[src/rtl/encoder8to3_serializer.sv]
// Registered 8-to-3 encoder: serializes each set bit of a request vector
// as a 3-bit index beat. Build macro ENC_LSB_FIRST_EN selects LSB-first order.
module encoder8to3_serializer #(
  parameter int ZERO_PASS = 1
) (
  input  logic       clk,
  input  logic       rst_n,
  input  logic       in_valid,
  output logic       in_ready,
  input  logic [7:0] in,
  output logic       out_valid,
  input  logic       out_ready,
  output logic [2:0] out,
  output logic       out_zero,
  output logic       out_last,
  output logic       busy
);

  typedef enum logic {
    IDLE,
    EMIT
  } state_t;

  state_t     state, state_n;
  logic [7:0] pend, pend_n;
  logic       zflag, zflag_n;
  logic [2:0] idx;
  logic       onehot;

  // Priority encode the pending bits; the later loop hit wins.
  always_comb begin
    idx = '0;
`ifdef ENC_LSB_FIRST_EN
    for (int i = 7; i >= 0; i--) begin
      if (pend[i]) idx = 3'(i);
    end
`else
    for (int i = 0; i < 8; i++) begin
      if (pend[i]) idx = 3'(i);
    end
`endif
  end

  assign onehot = (pend != 8'd0) &&
                  ((pend & (pend - 8'd1)) == 8'd0);

  // State, pending bits and zero-beat flag.
  always_ff @(posedge clk or negedge rst_n) begin
    if (!rst_n) begin
      state <= IDLE;
      pend  <= '0;
      zflag <= 1'b0;
    end else begin
      state <= state_n;
      pend  <= pend_n;
      zflag <= zflag_n;
    end
  end

  // Next-state and handshake/beat outputs.
  always_comb begin
    state_n   = state;
    pend_n    = pend;
    zflag_n   = zflag;
    in_ready  = 1'b0;
    out_valid = 1'b0;
    out       = '0;
    out_zero  = 1'b0;
    out_last  = 1'b0;
    busy      = 1'b0;
    unique case (state)
      IDLE: begin
        in_ready = 1'b1;
        if (in_valid) begin
          if (in != 8'd0) begin
            pend_n  = in;
            zflag_n = 1'b0;
            state_n = EMIT;
          end else if (ZERO_PASS != 0) begin
            pend_n  = '0;
            zflag_n = 1'b1;
            state_n = EMIT;
          end
        end
      end
      EMIT: begin
        busy      = 1'b1;
        out_valid = 1'b1;
        out       = zflag ? 3'd0 : idx;
        out_zero  = zflag;
        out_last  = zflag | onehot;
        if (out_ready) begin
          pend_n = pend & ~(8'd1 << idx);
          if (out_last) begin
            pend_n  = '0;
            zflag_n = 1'b0;
            state_n = IDLE;
          end
        end
      end
      default: state_n = IDLE;
    endcase
  end

endmodule

[config.mk]
export PLATFORM = sky130hd
export DESIGN_NAME = encoder8to3_serializer
export DESIGN_NICKNAME = d
export VERILOG_FILES = /design/src/rtl/encoder8to3_serializer.sv
export SDC_FILE = /design/constraint.sdc
export NUM_CORES = 1
export LEC_CHECK = 0
export ABC_AREA = 0
export CAP_MARGIN = 20
export CELL_PAD_IN_SITES_DETAIL_PLACEMENT = 2
export CELL_PAD_IN_SITES_GLOBAL_PLACEMENT = 2
export CORE_UTILIZATION = 29
export CTS_BUF_LIST = sky130_fd_sc_hd__clkbuf_8
export DETAILED_ROUTE_END_ITERATION = 7
export PLACE_DENSITY = 0.88
export SLEW_MARGIN = 20
export SYNTH_ARGS = -nofsm -noshare
export SYNTH_HDL_FRONTEND = slang
export SYNTH_SLANG_ARGS = --single-unit
[constraint.sdc]
create_clock -name clk -period 4.6 [get_ports clk]
set_input_delay 0.46 -clock clk [delete_from_list [all_inputs] [get_ports clk]]
set_output_delay 0.46 -clock clk [all_outputs]
set_load 0.05 [all_outputs]
### Word-level counts from Yosys, hierarchy flattened

Index checks and enable logic that the tools add are counted.

* word-level logic and storage cells: 46
* bits of input ports: 12
* bits in registers: 10

* reductions and logical operators: 6
* add/subtract/negate cells: 1
* mux-type cells: 27
* bitwise operators: 5
* shift-type cells: 1
* equal/unequal tests: 3

Operators by type and width (number)
* 2-to-1 mux 8 bit: 4
* 2-to-1 mux 3 bit: 7
* bitwise AND 8 bit: 2
* case mux 8 bit (2 select lines): 1
* nonzero test 8 bit: 2
* 2-to-1 mux 1 bit: 12
* zero test 8 bit: 1
* NOT 8 bit: 1
* << shifter 1 x 3 -> 8 bit, first input constant: 1
* subtractor 8 x 1 -> 8 bit, second input constant: 1
* != test 2 bit, second input constant: 2
* case mux 1 bit (2 select lines): 2
* AND reduction 3 bit: 1
* 2-to-1 mux 2 bit: 1
* != test 2 x 1 -> 1 bit, second input constant: 1
* AND reduction 2 bit: 1
* logical AND 1 bit: 1
* NOT 1 bit: 1
* bitwise OR 1 bit: 1

### Depth between registers and ports, before layout

* depth after elaboration: 13
* depth in mapped cells: 5
* gate-level depth less buffers: 5

### Worst setup path before layout

No wires, ideal clock.

* path type: reg-to-output
* from: register state
* to: output out[1]
* cell stages (with the launch flop): 4
* path slack: 2.380 ns
* arrival: 1.760 ns
* path buffers: 1
* data required time: 4.140 ns
* cell sequence: dfrtp_1 -> nand2b_1 -> clkbuf_1 -> a21oi_1

* longest elaborated chain between the ends: 1

RTL lines
* start, declared: RTL line 24 `state_t state, state_n;`
* start signal, assigned: RTL line 54 `state <= state_n;`
* 2-to-1 mux 3 bit: RTL line 71 `unique case (state)`
* end, declared: RTL line 13 `output logic [2:0] out,`

No other way between the ends.

### Worst setup path after layout

* from: register pend[4]
* to: output out_last

* longest elaborated chain between the ends: 6
* elaborated cells on any way between the ends: 7

RTL lines
* start, declared: RTL line 25 `logic [7:0] pend, pend_n;`
* start signal, assigned: RTL line 55 `pend <= pend_n;`
* subtractor 8 x 1 -> 8 bit: RTL line 45 `((pend & (pend - 8'd1)) == 8'd0);`
* bitwise AND 8 bit: RTL line 45
* zero test 8 bit: RTL line 45
* logical AND 1 bit (*): RTL line 44 `assign onehot = (pend != 8'd0) &&`
* bitwise OR 1 bit (*): RTL line 91 `out_last = zflag | onehot;`
* 2-to-1 mux 1 bit (*): RTL line 71
* end, declared: RTL line 15 `output logic out_last,`

Every way passes the cells marked *; elsewhere a longest branch is shown, timed or not.

==> reports/metrics.yaml <==
drv_slew: 0
yosysWarningCount: 0
die_h_um: 50.45
dpl.hpwl_um: 1638
p_per_area_nw_per_um2: 828.1
ys_types: 36
critPathArrivalTime_ps: 2620
wl_met1_um: 1061
leakage_uw: 0.0003883
portBuffers: 19
nNetsFinal: 112
hold_violations: 0
routed_wl_um: 2291
antenna_found_initial: 0
top_layer: "met4"
remaining_drc_errors: 0
syn_to_final_growth_pct: 38.97
grt_util_all_layers: 0.2048
maxCapViolCount: 0
tritoncts: "built"
reg2reg_depth: 3
setup_tns_ps: 0
rsz0062_at_grt: "false"
die_area_um2: 2545
crit_fanout: 8
drt_iter0_drc: 7
synth_top_area_share: 0.3676
clkSinkCount: 10
grt_pass1_vias: 745
maxSlewHeadroom: 0.5005
setup_slack_ps: 1519
io_pins: 20
fin_crit_sh: 0.6697
wl_met2_um: 1130
cts_root_buf: "clkbuf_8"
synth_nets: 91
coreArea_um2: 2212
preCtsSetupSlack_ps: 1780
die-width_um: 50.45
ys_ff_latch: 10
setup_viol: 0
synth_area_um2: 680.7
synth_area_leaders: "dfrtp_1 (37%), a21oi_1 (4.4%), mux2i_1 (4.4%)"
crit_type: "register to output port"
first_pass_iters: 3
final_common_cell: "clkdlybuf4s50_1"
wl_per_cell_um: 18.04
antenna_left: 0
hold_class: "input pin to asynchronous set/reset pin"
grt_pass1_wl_um: 3822
required_ps: 4140
final_cell_mix: "clkdlybuf4s50_1 (19), dfrtp_1 (10), nor2_1 (7), nand2_1 (7), a21oi_1 (6)"
cts_buffer_depth: 2
gp_congestion: 0.8075
cts_buffers: 3
cp-end-kind: "output port"
clkTransAtPathRegs_ps: 60
clkLatencyLatePin_ps: 250
skew_ps: 6.163
synth.yosys.seq_area_share: 0.3676
routed-wl-met3_um: 86
drive_gt1_frac: 0.1111
status: "complete, no violations"
antennaDiodeCount: 0
num_rows: 17
synth.avg_cell_area_um2: 8.616
grt_overflow: 0
fmax_mhz: 324.6
yosys.area.top_type: "dfrtp_1"
routed-via-count: 708
worstMarginPinSlew_ps: 742.4
start_util: 0.3077
htreeDepth: 1
period_minus_slack_ps: 3081
postCtsSetupBuffers: 0
grt_max_degree: 18
max-vdd-ir-drop_mv: 0.3618
crit_path_start_kind: "register"
ctsResizeCount: 0
cts_hold_buf: 0
viasPerCell: 5.575
synth_cells: 79
[cell type report]
cell class / count / area (µm²)
clock buffers: 4 / 55.05
fillers: 250 / 1266
inverters: 4 / 15.01
multi-input cells: 62 / 400.4
flip-flops and latches: 10 / 250.2
well taps: 28 / 35.03
repair buffers: 19 / 190.2
[synthesized netlist by cell type]
cell type  count
and2_1         1
nor3_1         1
mux2i_1        3
o21bai_1       1
or3_4          2
a31o_1         1
nand2_1        7
o21ai_0        5
a22oi_1        2
nand3b_1       1
o211ai_1       1
inv_1          4
o22ai_1        1
a22o_1         2
or2_0          1
nor2_1         7
o21a_1         1
o31ai_1        2
o311ai_0       1
a211oi_1       2
o22a_1         1
nor4_1         2
and2b_1        1
or4_1          1
clkbuf_1       2
a21o_2         1
a21oi_1        6
a31oi_1        1
a221o_1        1
a21oi_2        1
or2b_2         2
or3_2          1
o21ai_1        1
buf_4          1
dfrtp_1       10
nand2b_1       1
[worst max-delay path: stages, from the launching register on]
cell and delay (ps):
dfrtp_1 470, or3_4 440, o31ai_1 230, a31oi_1 130, nor2_1 180, o21a_1 140, clkdlybuf4s50_1 790
[cell families after synthesis]
logic type | Yosys count | share of synthesized area
AND/OR/NAND/NOR | 28 | 0.2335
buffers and inverters | 7 | 0.04412
multiplexers | 3 | 0.04412
flip-flops | 10 | 0.3676
AO/OA/AOI/OAI | 31 | 0.3107
[stage by stage]
stage          hold WS, ps  utilization  area [µm²]  total power (µW)  instances
5_1_grt              584.1       0.4276       945.9             832.6        127
6_report             553.7       0.4276       945.9             783.3        127
3_3_place_gp         573.1       0.4027       890.9             643.9        123
3_5_place_dp         574.0       0.4027       890.9             659.3        123
2_1_floorplan        164.4            -       680.7             509.1         79
4_1_cts              566.9       0.4276       945.9             787.3        127
[final timing paths]
path	start	endpoint	slack (ps)
max	pend[4]$_DFFE_PN0P_	out_last	1520
min	rst_n	pend[5]$_DFFE_PN0P_	550
max reg2reg	pend[7]$_DFFE_PN0P_	pend[2]$_DFFE_PN0P_	2830
min reg2reg	zflag$_DFFE_PN0P_	zflag$_DFFE_PN0P_	580
max in group asynchronous	rst_n	pend[4]$_DFFE_PN0P_	3700
min in group clk	zflag$_DFFE_PN0P_	zflag$_DFFE_PN0P_	580
[power breakdown]
part,internal [µW],switching (µW)
registers,120,70.6
clock network,75.7,42.1
logic,182,292
[metal layers]
layer	global-route usage	vias to the layer above
met1	0.2597	350
met4	0.02778	0
met5	0	-
met2	0.3489	18
li1	-	338
met3	0.06061	2
[state kept, by name, indices dropped and copies added (netlist names)]
name and count:
state 1, pend 8, zflag 1
No activity file was read; power rests on OpenSTA's default activity.
